File: config.mk
export PLATFORM = sky130hd
export DESIGN_NAME = garage_door_supervisor_flat
export DESIGN_NICKNAME = d
export VERILOG_FILES = /design/src/rtl/garage_door_supervisor_if.sv /design/src/rtl/garage_door_supervisor.sv /design/src/flat_wrapper.sv
export SDC_FILE = /design/constraint.sdc
export NUM_CORES = 1
export LEC_CHECK = 0
export CAP_MARGIN = 20
export CORE_ASPECT_RATIO = 0.6
export CORE_MARGIN = 3
export CORE_UTILIZATION = 50
export CTS_BUF_LIST = sky130_fd_sc_hd__clkbuf_4 sky130_fd_sc_hd__clkbuf_8
export CTS_CLUSTER_DIAMETER = 200
export DETAILED_ROUTE_END_ITERATION = 10
export PLACE_DENSITY = 0.7
export SYNTH_ARGS = -nofsm -noshare
export SYNTH_HDL_FRONTEND = slang
export SYNTH_SLANG_ARGS = --single-unit
File: constraint.sdc
create_clock -name clk -period 2.6 [get_ports clk]
set_clock_uncertainty 0.05 [all_clocks]
set_input_delay 0.26 -clock clk [delete_from_list [all_inputs] [get_ports clk]]
set_output_delay 0.26 -clock clk [all_outputs]
set_load 0.05 [all_outputs]
File: src/rtl/garage_door_supervisor_if.sv
// garage_door_supervisor_if: button/sensor inputs and motor/status outputs of the door supervisor
interface garage_door_supervisor_if;
   logic       activate;
   logic       up_max;
   logic       dn_max;
   logic       obstacle;
   logic       up_m;
   logic       dn_m;
   logic       fault;
   logic [2:0] door_state;
   modport master (output activate, up_max, dn_max, obstacle, input up_m, dn_m, fault, door_state);
   modport slave (input activate, up_max, dn_max, obstacle, output up_m, dn_m, fault, door_state);
endinterface

File: src/rtl/garage_door_supervisor.sv
// garage_door_supervisor: debounced-button door FSM with run watchdog, obstacle reversal and fault latch; GARAGE_AUTO_CLOSE_EN adds auto-close from OPEN
module garage_door_supervisor #(
   parameter int DEB_CYCLES        = 4,
   parameter int RUN_TIMEOUT       = 1000,
   parameter int AUTO_CLOSE_CYCLES = 5000,
   parameter int CNT_W             = 16
) (
   input  logic                     clk,
   input  logic                     rst,
   garage_door_supervisor_if.slave  bus
);
   localparam logic [2:0] STOPPED = 3'd0;
   localparam logic [2:0] MV_UP   = 3'd1;
   localparam logic [2:0] MV_DN   = 3'd2;
   localparam logic [2:0] OPEN    = 3'd3;
   localparam logic [2:0] CLOSED  = 3'd4;
   localparam logic [2:0] FAULT   = 3'd5;
   localparam int DW = $clog2(DEB_CYCLES + 1);

   logic [1:0]       sync;
   logic [DW-1:0]    deb_cnt;
   logic             deb;
   logic             act_pulse;
   logic             conflict;
   logic             run_done;
   logic             ac_done;
   logic [2:0]       state;
   logic [2:0]       nxt;
   logic [CNT_W-1:0] run_cnt;

   assign act_pulse = sync[1] && !deb && deb_cnt == DW'(DEB_CYCLES - 1);
   assign conflict  = bus.up_max && bus.dn_max;
   assign run_done  = (state == MV_UP || state == MV_DN) && run_cnt == CNT_W'(RUN_TIMEOUT - 1);
   assign bus.door_state = state;

   // two-flop synchronizer for the asynchronous push-button
   always_ff @(posedge clk or posedge rst)
      if (rst) sync <= '0;
      else sync <= {sync[0], bus.activate};

   // accept a new button level only after DEB_CYCLES consecutive differing samples
   always_ff @(posedge clk or posedge rst)
      if (rst) begin
         deb     <= 1'b0;
         deb_cnt <= '0;
      end else if (sync[1] == deb) deb_cnt <= '0;
      else if (deb_cnt == DW'(DEB_CYCLES - 1)) begin
         deb     <= sync[1];
         deb_cnt <= '0;
      end else deb_cnt <= deb_cnt + 1'b1;

   // door transitions; a limit switch always beats a simultaneous button press
   always_comb begin
      nxt = state;
      case (state)
         STOPPED: if (act_pulse) nxt = bus.dn_max ? MV_UP : MV_DN;
         CLOSED:  if (act_pulse) nxt = MV_UP;
         OPEN:    if (act_pulse || ac_done) nxt = MV_DN;
         MV_UP:   nxt = bus.up_max ? OPEN : run_done ? FAULT : act_pulse ? STOPPED : MV_UP;
         MV_DN:   nxt = bus.dn_max ? CLOSED : bus.obstacle ? MV_UP : run_done ? FAULT : act_pulse ? STOPPED : MV_DN;
         FAULT:   if (act_pulse && !conflict) nxt = STOPPED;
         default: nxt = STOPPED;
      endcase
      if (conflict && state != FAULT) nxt = FAULT;
   end

   // run watchdog restarts on every entry to a move state, including reversal
   always_ff @(posedge clk or posedge rst)
      if (rst) run_cnt <= '0;
      else run_cnt <= (nxt == MV_UP || nxt == MV_DN) && nxt == state ? run_cnt + 1'b1 : '0;

`ifdef GARAGE_AUTO_CLOSE_EN
   logic [CNT_W-1:0] ac_cnt;
   assign ac_done = !bus.obstacle && ac_cnt == CNT_W'(AUTO_CLOSE_CYCLES - 1);

   // auto-close timer counts only while parked open with a clear beam
   always_ff @(posedge clk or posedge rst)
      if (rst) ac_cnt <= '0;
      else ac_cnt <= state == OPEN && nxt == OPEN && !bus.obstacle ? ac_cnt + 1'b1 : '0;
`else
   assign ac_done = 1'b0;
`endif

   // state register and motor/fault outputs registered from the next state
   always_ff @(posedge clk or posedge rst)
      if (rst) begin
         state     <= STOPPED;
         bus.up_m  <= 1'b0;
         bus.dn_m  <= 1'b0;
         bus.fault <= 1'b0;
      end else begin
         state     <= nxt;
         bus.up_m  <= nxt == MV_UP;
         bus.dn_m  <= nxt == MV_DN;
         bus.fault <= nxt == FAULT;
      end
endmodule

File: src/flat_wrapper.sv
// flat-port wrapper written by rule: the top's interface ports become plain ports
module garage_door_supervisor_flat 
#(
   parameter int DEB_CYCLES        = 4,
   parameter int RUN_TIMEOUT       = 1000,
   parameter int AUTO_CLOSE_CYCLES = 5000,
   parameter int CNT_W             = 16
)
  (clk, rst, bus_activate, bus_up_max, bus_dn_max, bus_obstacle, bus_up_m, bus_dn_m, bus_fault, bus_door_state);
  garage_door_supervisor_if bus_i ();
  input  logic clk;
  input  logic rst;
  input wire logic [$bits(bus_i.activate)-1:0] bus_activate;
  input wire logic [$bits(bus_i.up_max)-1:0] bus_up_max;
  input wire logic [$bits(bus_i.dn_max)-1:0] bus_dn_max;
  input wire logic [$bits(bus_i.obstacle)-1:0] bus_obstacle;
  output wire logic [$bits(bus_i.up_m)-1:0] bus_up_m;
  output wire logic [$bits(bus_i.dn_m)-1:0] bus_dn_m;
  output wire logic [$bits(bus_i.fault)-1:0] bus_fault;
  output wire logic [$bits(bus_i.door_state)-1:0] bus_door_state;
  assign bus_i.activate = bus_activate;
  assign bus_i.up_max = bus_up_max;
  assign bus_i.dn_max = bus_dn_max;
  assign bus_i.obstacle = bus_obstacle;
  assign bus_up_m = bus_i.up_m;
  assign bus_dn_m = bus_i.dn_m;
  assign bus_fault = bus_i.fault;
  assign bus_door_state = bus_i.door_state;
  garage_door_supervisor #(.DEB_CYCLES(DEB_CYCLES), .RUN_TIMEOUT(RUN_TIMEOUT), .AUTO_CLOSE_CYCLES(AUTO_CLOSE_CYCLES), .CNT_W(CNT_W)) u_core (.clk(clk), .rst(rst), .bus(bus_i));
endmodule
==> summary.md <==
| Metric | Value |
|---|---|
| WL/cell | 14.2 µm |
| Synthesized cell area | 1470 µm² |
| Largest family of logic cells by synthesized area | simple AND/OR/NAND/NOR gates |
| Layout cells sized above 1 | around 12% |
| Switching share of total power | 33.7% |
| Mux share of post-synthesis cell area | 0% |
| CP delay by family, top | buffers and inverters |
| Peak VDD IR | 0.000460 V |
| # setup viols final | 0 |
| Setup bufs post-CTS | 0 |
| # diodes | 0 |
| M3 GR Usage | 5.45% |
| #FFs+latches synth | 28 |
| Period utilization | 77.6% |
| Distinct cell type count of the synthesized netlist | 37 |
| # nets final | 166 |
| Vias in the first global route | 946 |
| First-pass GRT wire length | 4640 µm |
| CTS Sinks | 28 |
| Final hold vios | 0 |
| Worst-margin pin slew | 0.508 ns |
| P_int | 0.836 mW |
| Crit-path max FO | 10 |
| FF-to-FF setup slack | 0.61 ns |
| Power, Total | 1.26 mW |
| Status | finished clean |
| DRT iter0 DRCs | 121 |
| Simple-Gate Fraction of Synth Area | 22.3% |
| CP Class | reg -> out |
| Drt total wl | between 2000 and 3000 µm |
| Num CTS Buffers | 3 |
| Synth warnings | 0 |
| Row count | 14 |
| Initial Util | 55.7% |
| Min Tclk post-route | 2.02 ns |
| Largest net degree at the start of global routing | 29 |
| Worst-path clk slew | 0.09 ns |
| Final Max Tran Viols | 0 |
| Die Span Y | 48.0 µm |
| Core Area | 2650 µm² |
| Combinational share of power | 30.1% |
| Die width | 76.1 µm |
| Critical Path End | bus_door_state[2] |
| Clock power frac | 26.7% |
| Post-Synth Adder-Cell Area | under 10% |
| M2 GR Usage | between 20% and 30% |
| Place WS | 0.356 ns |
| Vias | 1,088 |
| # H-tree levels | 1 |
| Setup_tns | 0 ns |
| CP Launch Type | flop |
| Latest clock arrival within the worst-skew pair | 0.27 ns |
| Leakage | approximately 0.63 nW |
| Psw | 0.424 mW |
| Power density cells | 745 nW/µm² |
| Max frequency | 495 MHz |
| HPWL Detailed | 2010 µm |
| Total track usage | 16.8% |
| Filler cell count | 227 |
| Critical path's largest stage delay | 0.88 ns |
| Worst setup EP type | primary output |
| Post-route DRC | 0 |
| Met1 usage | 23.4% |
| R2r startpoint | u_core.deb |
| Antenna Nets Post-Route | 0 |
| CTS tree | yes |
| Critical Path Stages | 1 |
| Final instance area | 1690 µm² |
| Port Buffer Count | 11 |
| Initial antenna violation count | 0 |
| IO Pins | 12 |
| Final GP Congestion | slightly below 0.9 |
| Sequential cell area fraction in the yosys report | 47.6% |
| CP cell instances | clkdlybuf4s50_1 |
| Grt ovf | 0 |
| Relative slew slack | 66.0% |
| Final Util | 63.9% |
| Full die area | 3650 µm² |
| # hold bufs at CTS | 0 |
| Setup crit start | u_core.bus.door_state[2] |
| DR pass1 iterations | 4 |
| CP arrival | 1.71 ns |
| MaxCap Viol Count | 0 |
| Post-CTS Resized | 0 |
| Post-synthesis net count | ~150 |
| Commonest cells after routing, fill and taps aside | 28 x dfrtp_1, 15 x nand2_1, 12 x xnor2_1 |
| Hold Crit Class | in -> async |
| Synth Area in Compound Gates | around 16% |
| Area delta synth->final | 14.8% |
| Worst Path Required | between 2 and 2.5 ns |
| Root buf cell | clkbuf_8 |
| Most common cell after layout, fill and taps aside | dfrtp_1 |
| Critical-path top delay cell | clkdlybuf4s50_1 |
| Via density | 5.55 |
| Synthesized area per cell | between 10 and 15 µm² |
| Path depth of the worst reg2reg path | 6 |
| Max clock buf depth | 2 |
| RSZ-0062 raised after global routing | no |
| R2R Path End | u_core.run_cnt[4] |
| DP Area | between 1500 and 2000 µm² |
| Crit path buf inv count | 1 |
| Mapped Cells | 145 |
| Synth Area in XOR/XNOR | 7.73% |
| Flop pwr share | 43.2% |
| Setup ws final | ~0.58 ns |
| Most Used Layer, Global Route | met2 |
-- registers in the layout (all words and copies together) (netlist names) --
register / cells
u_core.bus.fault: 1
u_core.deb: 1
u_core.bus.door_state: 3
u_core.bus.dn_m: 1
u_core.deb_cnt: 3
u_core.run_cnt: 16
u_core.sync: 2
u_core.bus.up_m: 1
-- worst reg2reg max path: stages (launching register included) --
cell      delay [ns]
dfrtp_1         0.37
inv_1           0.07
ha_1            0.14
nand3b_1        0.18
o41a_1          0.49
a21bo_2         0.39
a21oi_1         0.23
-- routing by layer --
metal / share of wire [%] / wire (µm) / vias up
met5: 0 / 0 / -
met4: 1.0 / 28 / 0
met3: 6.0 / 166 / 4
met2: 40 / 1120 / 36
met1: 53 / 1470 / 510
li1: - / - / 538
-- worst min-delay path by stage --
stage	endpoint	slack, ns	cells past startpoint
2_1_floorplan	u_core.sync[0]	0.24	0
3_3_place_gp	u_core.sync[1]	0.29	0
3_5_place_dp	u_core.sync[1]	0.29	0
4_1_cts	u_core.run_cnt[3]	0.30	3
5_1_grt	u_core.run_cnt[3]	0.31	3
6_report	u_core.run_cnt[3]	0.28	3
-- through the flow --
| stage | cells | hold slack (ns) |
|---|---|---|
| CTS | 196 | 0.299 |
| global route | 196 | 0.312 |
| global placement | 192 | 0.285 |
| floorplan | 145 | 0.241 |
| finish | 196 | 0.282 |
| detailed placement | 192 | 0.290 |
-- synth_stat cells (all sizes together) --
cell type	count	area, µm²
nor4b	2	23.8
o211ai	2	15.0
clkbuf	3	11.3
nor4	1	6.26
nand2b	5	31.3
inv	5	18.8
o21bai	1	7.51
nor3	4	20.0
ha	3	37.5
dfrtp	28	701
o22a	2	17.5
a21boi	1	7.51
a21oi	17	123
a21bo	1	10.0
nor2b	4	25.0
and2	3	18.8
o31a	1	8.76
nor4bb	1	10.0
nand4	3	18.8
nor3b	2	15.0
o21ai	4	20.0
a41oi	1	8.76
nand3	6	30.0
nand2	15	56.3
o41a	1	11.3
xnor2	12	105
xor2	1	8.76
a32oi	1	8.76
nor2	4	15.0
and4	4	35.0
buf	4	25.0
nand3b	3	22.5
-- area by class of cell --
class	count	area [µm²]	share of cell area, %
multi-input combinational	105	717	42.4
sequential	28	701	41.5
timing repair buffer	14	133	7.85
tap	40	50.0	2.96
clock buffer	3	41.3	2.44
clock inverter	1	30.0	1.78
inverter	5	18.8	1.11
-- cells by family (layout without fill, tap and decap cells) --
group	count (synthesis)	count (layout)
buffers and inverters	12	23
XOR/XNOR	13	13
adder cells (fa/ha/maj)	3	3
flip-flops	28	28
AND/OR/NAND/NOR	57	57
AO/OA/AOI/OAI	32	32
-- power groups by stage --
| stage | clock network, mW | logic [mW] | registers (mW) |
|---|---|---|---|
| 6_report | 0.337 | 0.379 | 0.544 |
| 5_1_grt | 0.365 | 0.407 | 0.555 |
| 4_1_cts | 0.345 | 0.380 | 0.544 |
| 3_5_place_dp | 0 | 0.378 | 0.553 |
| 3_3_place_gp | 0 | 0.374 | 0.549 |
| 2_1_floorplan | 0 | 0.197 | 0.627 |
(Power assumes the default switching activity.)
==> edit: new RTL, same flow settings <==
`DEB_CYCLES` is set to 4 in 2 places; all go to 2.
--- a/src/rtl/garage_door_supervisor.sv
+++ b/src/rtl/garage_door_supervisor.sv
@@ -2,3 +2,3 @@
 module garage_door_supervisor #(
-   parameter int DEB_CYCLES        = 4,
+   parameter int DEB_CYCLES        = 2,
    parameter int RUN_TIMEOUT       = 1000,
--- a/src/flat_wrapper.sv
+++ b/src/flat_wrapper.sv
@@ -3,3 +3,3 @@
 #(
-   parameter int DEB_CYCLES        = 4,
+   parameter int DEB_CYCLES        = 2,
    parameter int RUN_TIMEOUT       = 1000,
Formal check against the unedited RTL: not equivalent (Yosys sat finds a counterexample within 10 cycles, from zero or initial values and one cycle with rst high).
==> edit against the unedited design <==
- non-clock buffer count is 6 higher
- design area is 17% higher
- area after synthesis is 17% higher
- worst setup slack worse by 500 ps
- routed wire length is 33% higher
- sequential cell count is 1 lower
Power is not compared: it rests on default switching activity, and its combinational part moved more than twofold at a synthesized area within 25%.
==> edit: results (changes against the unedited design) <==
----------------------------------------------------
[Outcome]
  Result of the run ... complete, no violations

[Drt]
  Iteration-0 DRC count of the detailed router ... 148 (+22%)
  Total vias in the final route ... 1,289 (+18%)
  Detailed-routing wirelength on met1 ... 1798 um (+22%)
  Detail Route met3 WL ... 248 um (+49%)
  Met2 routed wirelength ... 1615 um (+44%)

[GRT]
  First-pass GRT wire length ... 6479 um (+40%)
  Met3 track demand over resource in global routing ... 0.05106 (-0.003455)
  Combined global-route utilization of all metal layers ... 0.2044 (+0.03655)
  GRT Max-Usage Layer ... met1
  Largest net degree at the start of global routing ... 19 (-34%)
  GR Util met2 ... 0.2828 (+0.02580)

[Setup path]
  Critical path fanouts, max ... 16 (+6)
  End of the worst register-to-register path ... u_core.run_cnt[15]
  Slowest cell on the critical path ... sky130_fd_sc_hd__dfrtp_1
  Worst setup slack for register-to-register paths ... 80 ps (-530 ps)
  Dominant delay contributor by cell family on the critical path ... simple AND/OR/NAND/NOR gates
  Worst path arrival time ... 2590 ps (+880 ps)
  FF-to-FF path depth ... 7 (+1)

[Synth]
  Most frequent cells after synthesis ... sky130_fd_sc_hd__dfrtp_1 (27), sky130_fd_sc_hd__nand2_1 (8), sky130_fd_sc_hd__nand3_1 (8), sky130_fd_sc_hd__nor2_1 (8), sky130_fd_sc_hd__xor2_1 (8)
  Post-synthesis cell type count ... 52 (+41%)
  Seq/Total Area, Yosys ... 0.3924 (-0.08334)
  Most area-consuming cells after synthesis ... sky130_fd_sc_hd__dfrtp_1 (39%), sky130_fd_sc_hd__a2111oi_2 (6.1%), sky130_fd_sc_hd__xor2_1 (4.1%), sky130_fd_sc_hd__a2111oi_1 (3.5%), sky130_fd_sc_hd__xnor2_1 (2.5%)
  Synthesized-area fraction occupied by xor and xnor cells ... 0.06613 (-0.01118)
  Post-Synthesis Net Count ... 163 (+5.8%)
  Post-synthesis compound-gate area fraction ... 0.2369 (+0.07549)

[Layout]
  Fraction of area in clock buffers and inverters ... 0.02478 (-0.01741)
  FF/Latch Area ... 675.6 um2 (-3.6%)
  Multi-input gates ... 110 (+4.8%)
  Number of filler instances in the final layout ... 240 (+5.7%)
  Number of clock buffers in the layout ... 4 (+1)
  Layout sequential cell count ... 27 (-3.6%)
  Share of post-route cells with drive strength above 1 ... 0.2426 (+0.1208)
  Relative area of non-clock buffer cells in the final design ... 0.09657 (+0.01811)
  Buffers outside the clock class ... 20 (+6)
  Combined area of the multi-input logic cells ... 972.2 um2 (+36%)

[Placement]
  Worst setup slack before clock tree synthesis ... -5.435 ps (-361.3 ps)
  Final RePlAce weighted congestion ... 0.8683 (-0.53%)

----------------------------------------------------
[edit: repair_timing]
action / CTS / global route
endpoints found under the hold margin: 0 / 0
setup buffers: 0 / 0
resized for setup: 0 / 4
setup endpoints to repair: 0 / 2
[edit: how the worst max path moves through the flow]
stage,cells after the start,to,slack [ps],from
detailed placement,7,u_core.run_cnt[11],-5,bus_up_max
floorplan,8,u_core.run_cnt[10],280,u_core.bus.door_state[1]
finish,7,u_core.run_cnt[15],80,u_core.bus.door_state[2]
CTS,7,u_core.run_cnt[0],160,u_core.bus.door_state[2]
global placement,7,u_core.run_cnt[13],130,bus_dn_max
global route,7,u_core.run_cnt[5],-20,u_core.bus.door_state[2]
[edit: stage by stage]
step	hold WS, ps	area (um2)	total power, mW	std cells
finish	210.2	1969	1.604	211
global placement	293.7	1896	1.308	207
global route	228.8	1969	1.697	211
floorplan	241.4	1722	1.139	155
CTS	233.2	1944	1.571	211
detailed placement	292.8	1896	1.333	207
